`src/rtl/fmac_driver.sv`:
```
// fmac_driver: sequences one SpMV row at a time onto the fmac accumulate
// interface. Element beats pass straight through to the fmac input, done
// acknowledgements are tracked, and at row end the accumulator is read,
// cleared and presented as a single row result. Payload bits are never
// interpreted.
module fmac_driver #(
    parameter int DATA_WIDTH = 32,
    parameter int CNT_WIDTH  = 16
) (
    input  logic                    clk,
    input  logic                    rst,
    input  logic [CNT_WIDTH-1:0]    row_nnz,
    input  logic                    row_valid,
    output logic                    row_ready,
    input  logic [2*DATA_WIDTH-1:0] elem_val,
    input  logic [DATA_WIDTH-1:0]   elem_mult,
    input  logic                    elem_valid,
    output logic                    elem_ready,
    output logic [2*DATA_WIDTH-1:0] mac_val,
    output logic [DATA_WIDTH-1:0]   mac_mult,
    output logic                    mac_in_valid,
    input  logic                    mac_in_ready,
    output logic                    mac_reset,
    input  logic [2*DATA_WIDTH-1:0] mac_acc,
    input  logic                    mac_valid,
    output logic                    mac_ready,
    input  logic                    mac_done,
    output logic [2*DATA_WIDTH-1:0] res_data,
    output logic                    res_valid,
    input  logic                    res_ready,
    output logic                    busy,
    output logic                    err
);

    typedef enum logic [2:0] {
        S_INIT   = 3'd0,
        S_IDLE   = 3'd1,
        S_STREAM = 3'd2,
        S_DRAIN  = 3'd3,
        S_READ   = 3'd4,
        S_CLEAR  = 3'd5,
        S_OUT    = 3'd6
    } state_t;

    state_t                  state_r;
    state_t                  state_next_s;
    logic [CNT_WIDTH-1:0]    remaining_r;
    logic [CNT_WIDTH-1:0]    outstanding_r;
    logic [CNT_WIDTH-1:0]    outstanding_next_s;
    logic                    pulse_r;        // accumulator clear owed this cycle
    logic [2*DATA_WIDTH-1:0] res_data_r;
    logic                    err_r;

    logic                    in_stream_s;
    logic                    accept_s;
    logic                    counting_s;
    logic                    done_s;
    logic                    done_err_s;
    logic                    last_beat_s;
    logic                    row_take_s;
    logic                    err_set_s;

    assign in_stream_s = (state_r == S_STREAM) && !rst;
    assign accept_s    = in_stream_s && elem_valid && mac_in_ready;
    assign counting_s  = (state_r == S_STREAM) || (state_r == S_DRAIN);
    assign done_s      = counting_s && mac_done;
    assign last_beat_s = accept_s && (remaining_r == CNT_WIDTH'(1));
    assign row_take_s  = (state_r == S_IDLE) && row_valid;
    assign err_set_s   = done_err_s ||
                         (mac_done && ((state_r == S_IDLE) || (state_r == S_OUT)));

    // Outstanding-beat bookkeeping: accept and done in one cycle cancel out;
    // a done with nothing in flight is a protocol error.
    always_comb begin
        outstanding_next_s = outstanding_r;
        done_err_s         = 1'b0;
        if (accept_s && !done_s) begin
            outstanding_next_s = outstanding_r + CNT_WIDTH'(1);
        end else if (done_s && !accept_s) begin
            if (outstanding_r == CNT_WIDTH'(0)) begin
                done_err_s = 1'b1;
            end else begin
                outstanding_next_s = outstanding_r - CNT_WIDTH'(1);
            end
        end else begin
            outstanding_next_s = outstanding_r;
        end
    end

    // State register; the clear pulse is re-armed on reset and on READ->CLEAR.
    always_ff @(posedge clk) begin
        if (rst) begin
            state_r <= S_INIT;
            pulse_r <= 1'b1;
        end else begin
            state_r <= state_next_s;
            pulse_r <= (state_r == S_READ) && (state_next_s == S_CLEAR);
        end
    end

    // Next-state logic; DRAIN is skipped when nothing is left in flight.
    always_comb begin
        state_next_s = state_r;
        case (state_r)
            S_INIT: begin
                if (mac_done) state_next_s = S_IDLE;
                else          state_next_s = S_INIT;
            end
            S_IDLE: begin
                if (row_valid) begin
                    if (row_nnz == CNT_WIDTH'(0)) state_next_s = S_OUT;
                    else                          state_next_s = S_STREAM;
                end else begin
                    state_next_s = S_IDLE;
                end
            end
            S_STREAM: begin
                if (last_beat_s) begin
                    if (outstanding_next_s == CNT_WIDTH'(0)) state_next_s = S_READ;
                    else                                     state_next_s = S_DRAIN;
                end else begin
                    state_next_s = S_STREAM;
                end
            end
            S_DRAIN: begin
                if (outstanding_r == CNT_WIDTH'(0)) state_next_s = S_READ;
                else                                state_next_s = S_DRAIN;
            end
            S_READ: begin
                if (mac_valid) state_next_s = S_CLEAR;
                else           state_next_s = S_READ;
            end
            S_CLEAR: begin
                if (mac_done) state_next_s = S_OUT;
                else          state_next_s = S_CLEAR;
            end
            S_OUT: begin
                if (res_ready) state_next_s = S_IDLE;
                else           state_next_s = S_OUT;
            end
            default: state_next_s = S_INIT;
        endcase
    end

    // Output decode; every handshake output is held at its idle value while rst is high.
    always_comb begin
        row_ready    = !rst && (state_r == S_IDLE);
        elem_ready   = in_stream_s && mac_in_ready;
        mac_in_valid = in_stream_s && elem_valid;
        mac_val      = elem_val;
        mac_mult     = elem_mult;
        mac_reset    = pulse_r && !rst;
        mac_ready    = !rst && (state_r == S_READ);
        res_valid    = !rst && (state_r == S_OUT);
        res_data     = rst ? {(2*DATA_WIDTH){1'b0}} : res_data_r;
        busy         = rst || (state_r != S_IDLE);
        err          = err_r && !rst;
    end

    // Beat counters: loaded on descriptor accept, stepped by accepts and dones.
    always_ff @(posedge clk) begin
        if (rst) begin
            remaining_r   <= CNT_WIDTH'(0);
            outstanding_r <= CNT_WIDTH'(0);
        end else if (row_take_s) begin
            remaining_r   <= row_nnz;
            outstanding_r <= CNT_WIDTH'(0);
        end else begin
            remaining_r   <= accept_s ? (remaining_r - CNT_WIDTH'(1)) : remaining_r;
            outstanding_r <= counting_s ? outstanding_next_s : outstanding_r;
        end
    end

    // Result capture and sticky protocol-error flag.
    always_ff @(posedge clk) begin
        if (rst) begin
            res_data_r <= {(2*DATA_WIDTH){1'b0}};
            err_r      <= 1'b0;
        end else begin
            if (row_take_s && (row_nnz == CNT_WIDTH'(0))) begin
                res_data_r <= {(2*DATA_WIDTH){1'b0}};
            end else if ((state_r == S_READ) && mac_valid) begin
                res_data_r <= mac_acc;
            end else begin
                res_data_r <= res_data_r;
            end
            err_r <= err_r || err_set_s;
        end
    end

endmodule

```
`config.mk`:
```
export PLATFORM = sky130hd
export DESIGN_NAME = fmac_driver
export DESIGN_NICKNAME = d
export VERILOG_FILES = /design/src/rtl/fmac_driver.sv
export SDC_FILE = /design/constraint.sdc
export NUM_CORES = 1
export LEC_CHECK = 0
export BUFFER_PORTS_ARGS = -buffer_cell sky130_fd_sc_hd__clkbuf_2
export CELL_PAD_IN_SITES_DETAIL_PLACEMENT = 0
export CELL_PAD_IN_SITES_GLOBAL_PLACEMENT = 2
export CORE_UTILIZATION = 24
export DETAILED_ROUTE_END_ITERATION = 8
export GPL_TIMING_DRIVEN = 1
export PLACE_DENSITY = 0.86
export SLEW_MARGIN = 40
export SYNTH_ARGS = -nofsm -noshare
export SYNTH_HDL_FRONTEND = slang
export SYNTH_SLANG_ARGS = --single-unit
```
`constraint.sdc`:
```
create_clock -name clk -period 4.1 [get_ports clk]
set_input_delay 0.41 -clock clk [delete_from_list [all_inputs] [get_ports clk]]
set_output_delay 0.41 -clock clk [all_outputs]
set_load 0.005 [all_outputs]
```
**After elaboration in Yosys (flattened, before gate mapping)**

Index checks and enable logic that the tools add are counted.

- $add $sub $neg: 3
- Equality and inequality tests: 9
- Multiplexer cells: 19
- Reduce and logical (&&, ||, !) cells: 33

Operators with widths:

| operator | count |
|---|---|
| 16-bit 2-to-1 mux | 5 |
| 64-bit 2-to-1 mux | 1 |
| 16-bit logical NOT | 3 |
| 16-bit by 1-bit subtractor with 16-bit output (second input constant) | 2 |
| 3-bit one-hot mux with 7 select lines | 1 |
| 1-bit logical AND | 18 |
| 3-bit 2-to-1 mux | 6 |
| 16-bit by 1-bit adder with 16-bit output (second input constant) | 1 |
| 16-bit by 1-bit == test with 1-bit output (second input constant) | 1 |
| 3-bit == test (second input constant) | 4 |
| 3-bit by 2-bit == test with 1-bit output (second input constant) | 2 |
| 1-bit logical OR | 5 |
| 1-bit 2-to-1 mux | 5 |
| 2-bit OR reduction | 2 |
| 3-bit by 1-bit == test with 1-bit output (second input constant) | 1 |
| 1-bit logical NOT | 3 |
| 3-bit logical NOT | 1 |
| 3-bit by 1-bit inequality test with 1-bit output (second input constant) | 1 |
| 2-bit 2-to-1 mux | 1 |
| 2-bit nonzero test | 1 |

- Register bits: 101
- Input port bits: 184
- Output and inout bits: 168

**Longest topological paths before layout**

- Depth after elaboration: 14
- Depth in mapped cells: 11
- Gate-level depth less buffers: 10

**Worst setup path after synthesis**

OpenSTA, ideal clock, no wires.

- Kind: reg2reg
- Start point: register outstanding_r[6]
- End point: register state_r[0]
- Data arrival time: 2,688 ps
- Required time: 3,984 ps
- Setup slack: 1,297 ps
- Cell stages (with the launch flop): 9
- Period minus slack after synthesis: 2,803 ps
- Cells stage by stage: dfxtp_1 -> or4_4 -> nor4_4 -> a21oi_2 -> or4_1 -> a32oi_1 -> o2111ai_1 -> or4_1 -> and3_1

- Word-level cells in the longest chain between the ends: 8
- Elaborated cells on any way between the ends: 11
- Classes of those cells: add/sub (2); mux (7); reduce/logical (2)

Ends and longest elaborated chain:

| element | line | RTL |
|---|---|---|
| from (decl) | 48 | `logic [CNT_WIDTH-1:0] outstanding_r;` |
| from (signal assigned) | 170 | `outstanding_r <= counting_s ? outstanding_next_s : outstanding_r;` |
| 16-bit by 1-bit subtractor with 16-bit output or 16-bit logical NOT (tied branches) | 83, 80, 126 |  |
| 16-bit 2-to-1 mux | 80 | `if (outstanding_r == CNT_WIDTH'(0)) begin` |
| 16-bit 2-to-1 mux | 79 | `end else if (done_s && !accept_s) begin` |
| 16-bit 2-to-1 mux | 77 | `if (accept_s && !done_s) begin` |
| 16-bit logical NOT | 119 | `if (outstanding_next_s == CNT_WIDTH'(0)) state_next_s = S_READ;` |
| 3-bit 2-to-1 mux | 119 |  |
| 3-bit 2-to-1 mux | 118 | `if (last_beat_s) begin` |
| 3-bit one-hot mux with 7 select lines * | 104 | `case (state_r)` |
| to (signal assigned) | 96 | `state_r <= state_next_s;` |
| to (decl) | 45 | `state_t state_r;` |

Mark *: on every way between the ends. The rest lies on a longest branch, timed or not.
A chain may end at the register's enable or synchronous reset.

**Worst setup path after layout**

Same ends and word-level chain as after synthesis.

==> summary.md <==
| Metric | Value |
|---|---|
| Clock Skews | `0.009626 ns` |
| Hold Crit Class | `in -> reg` |
| Switching part of the total | `0.2602` |
| GRT Total Usage | `0.1336` |
| Post-synth ARST share | `0` |
| Worst setup SP type | `flop` |
| Die Wd | `between 150 and 200 µm` |
| Worst slack, placed | `roughly 0.87 ns` |
| Area Growth Syn to Fin | `11.54%` |
| Worst setup EP type | `flop` |
| Antenna Nets Post-Route | `0` |
| Crit path from | `outstanding_r[6]$_SDFFE_PP0N_` |
| Sequential area share after synthesis | `0.3454` |
| Top cells by count, synth | `nand2_1 (155), dfxtp_1 (101), buf_4 (97)` |
| WP data arrival | `around 3.5 ns` |
| Power Density | `approximately 310 mW/mm²` |
| Max VDD drop | `about 0.00016 V` |
| Max-slew violations | `0` |
| Ys Warns | `0` |
| Layout Cells excl Fill | `about 1100` |
| Reg2Reg Launch Point | `outstanding_r[6]$_SDFFE_PP0N_` |
| Layout cell share with drive strength beyond 1 | `0.2367` |
| Minimum hold slack | `about 0.27 ns` |
| Initial antenna violation count | `0` |
| Fin Setup TNS | `0 ns` |
| Top FF cell, synth | `dfxtp_1` |
| Largest net degree at the start of global routing | `66` |
| CTS tree | `done` |
| Vias/cell | `around 4.6` |
| DRC violations left | `0` |
| Initial Util | `0.2471` |
| Vias in the first global route | `just over 5000` |
| #FFs+latches synth | `about 100` |
| Worst Max-Slew Pin Slew | `0.7812 ns` |
| Fmax | `~310 MHz` |
| DR iter-0 viols | `164` |
| Data required time at the worst endpoint | `approximately 4.4 ns` |
| RSZ-0062 raised after global routing | `false` |
| Final hold vios | `0` |
| Hold path startpoint | `mac_acc[26]` |
| # resized after CTS | `0` |
| Sequential share of power | `0.496` |
| Syn_area_per_cell | `about 7.5 µm²` |
| Die Ht | `158.2 µm` |
| Post-synth net total | `between 900 and 1000` |
| H-tree lvl count | `3` |
| Post-CTS Hold Buffers | `0` |
| Die area | `0.02502 mm²` |
| MaxCap Viol Count | `0` |
| Final worst slack | `slightly below 0.9 ns` |
| Core ar. | `0.02368 mm²` |
| Most common cell in the synthesized netlist | `nand2_1` |
| CP Class | `reg -> reg` |
| Routed vias | `about 5300` |
| Crit Path Max Fanout | `7` |
| N_diodes | `0` |
| Clock power frac | `0.428` |
| Final setup violation count | `0` |
| First-pass GRT wire length | `about 26 mm` |
| Clock-pin slew on the worst setup and hold paths | `roughly 0.080 ns` |
| P_leak | `between 2 and 3 nW` |
| Clock Sinks | `101` |
| Detailed Routing Iterations Pass 1 | `4` |
| Synth top area share | `0.3454` |
| WL/cell | `~15 µm` |
| Number of synthesized flops with an enable pin | `0` |
| Clock Tree Root | `clkbuf_16` |
| Total CTS buffers | `9` |
| Switch Pwr | `about 0.53 mW` |
| Post-synth top area cell | `dfxtp_1` |
| Outcome | `completed` |
| # rows | `between 50 and 60` |
| Final wirelength | `16.69 mm` |
| Comb pwr share | `0.076` |
| Placed cells | `between 1000 and 1500` |
| Top Ports | `about 350` |
| Placer Congestion | `between 0.8 and 0.9` |
| Mapped Area | `0.005853 mm²` |
| Clock period minus worst slack | `around 3.2 ns` |
| Distinct cells, synth | `56` |
| Internal | `between 1 and 1.5 mW` |
| Net count, final | `roughly 1000` |
| Post-CTS setup buffers | `0` |
| Period utilization | `0.7840` |
| Detail Placement HPWL | `roughly 12 mm` |
| Max clock buf depth | `2` |
| Rel. slew slack | `0.4792` |
| Gate Count Post-Synth | `about 780` |
| Top cells by area, synth | `dfxtp_1 (35%), buf_4 (12%), nand2_1 (9.9%)` |
| PortBufs | `between 150 and 200` |
| Global route overflow | `0` |
| Clk_lat worst skew | `about 0.35 ns` |
logic make-up after synthesis:
group,count (synthesis),share of synthesized area
AND/OR/NAND/NOR,378,0.3277
adder cells (fa/ha/maj),4,0.008551
multiplexers,1,0.001710
flip-flops,101,0.3454
buffers and inverters,150,0.1584
AO/OA/AOI/OAI,138,0.1432
XOR/XNOR,10,0.01496
layer usage:
metal	vias up	share of wire	track usage
met5	-	0	0
li1	2621	-	-
met1	2423	0.44	0.1632
met2	198	0.45	0.2072
met3	25	0.089	0.06077
met4	0	0.021	0.04258
area by class of cell:
| class | count | area, µm² |
|---|---|---|
| Sequential cell | 101 | 2022 |
| Fill cell | 2710 | 17150 |
| Tap cell | 319 | 399.1 |
| Clock buffer | 10 | 239.0 |
| Timing Repair Buffer | 168 | 878.3 |
| Multi-Input combinational cell | 531 | 2909 |
| Inverter | 8 | 30.03 |
| Clock inverter | 6 | 51.30 |
worst max-delay path: stages, from the launching register on:
cell and delay, ns:
dfxtp_1 0.37, or4_4 0.60, nor4_4 0.45, a21oi_2 0.18, or4_1 0.49, a32oi_1 0.20
o2111ai_1 0.18, or4_1 0.48, and3_1 0.17
cells in the final DEF (no fill, tap or decap), types with 3 or more instances in the layout:
cell type and instances:
a211o_1 3, a211oi_1 4, a21oi_1 79, a22oi_1 4, a31oi_1 7, a32oi_1 5, and2_1 5, and3_1 7
and3b_1 4, buf_4 9, clkbuf_16 9, clkbuf_2 158, dfxtp_1 101, ha_1 4, inv_1 8, inv_6 3
nand2_1 154, nand2b_1 8, nand3_1 16, nand4_1 8, nor2_1 40, nor2b_1 73, nor3_1 19, nor3b_1 6
nor4_1 8, o2111ai_1 3, o211ai_1 5, o21ai_0 8, o22ai_1 4, o31ai_1 3, or3_1 7, or4_1 5
xnor2_1 5, xor2_1 5
final timing paths:
| kind | to | slack [ns] | depth (start not counted) |
|---|---|---|---|
| hold / removal | res_data_r[26]$_SDFFE_PP0P_ | 0.27 | 3 |
| hold reg to reg | res_data_r[59]$_SDFFE_PP0P_ | 0.45 | 2 |
| setup reg to reg | state_r[0]$_SDFF_PP0_ | 0.89 | 8 |
| setup / recovery | state_r[0]$_SDFF_PP0_ | 0.89 | 8 |
registers in the layout, indices dropped and copies added, names as in the netlist:
signal         cells
err_r              1
outstanding_r     16
pulse_r            1
remaining_r       16
res_data_r        64
state_r            3
stage by stage:
stage	util	power [mW]	cell area, µm²
3_5_place_dp	0.2634	1.181	6238
5_1_grt	0.2757	2.118	6529
2_1_floorplan	-	1.176	5853
6_report	0.2757	2.020	6529
4_1_cts	0.2757	2.069	6529
3_3_place_gp	0.2634	1.182	6237
power groups by stage:
| stage | Combinational, mW | Sequential (mW) | Clock [mW] |
|---|---|---|---|
| after floorplan | 0.156 | 1.02 | 0 |
| after global placement | 0.158 | 1.02 | 0 |
| after detailed placement | 0.157 | 1.02 | 0 |
| after CTS | 0.158 | 1.00 | 0.910 |
| after global routing | 0.173 | 1.00 | 0.942 |
| final | 0.154 | 1.00 | 0.864 |
Power figures use the tool's default switching activity.
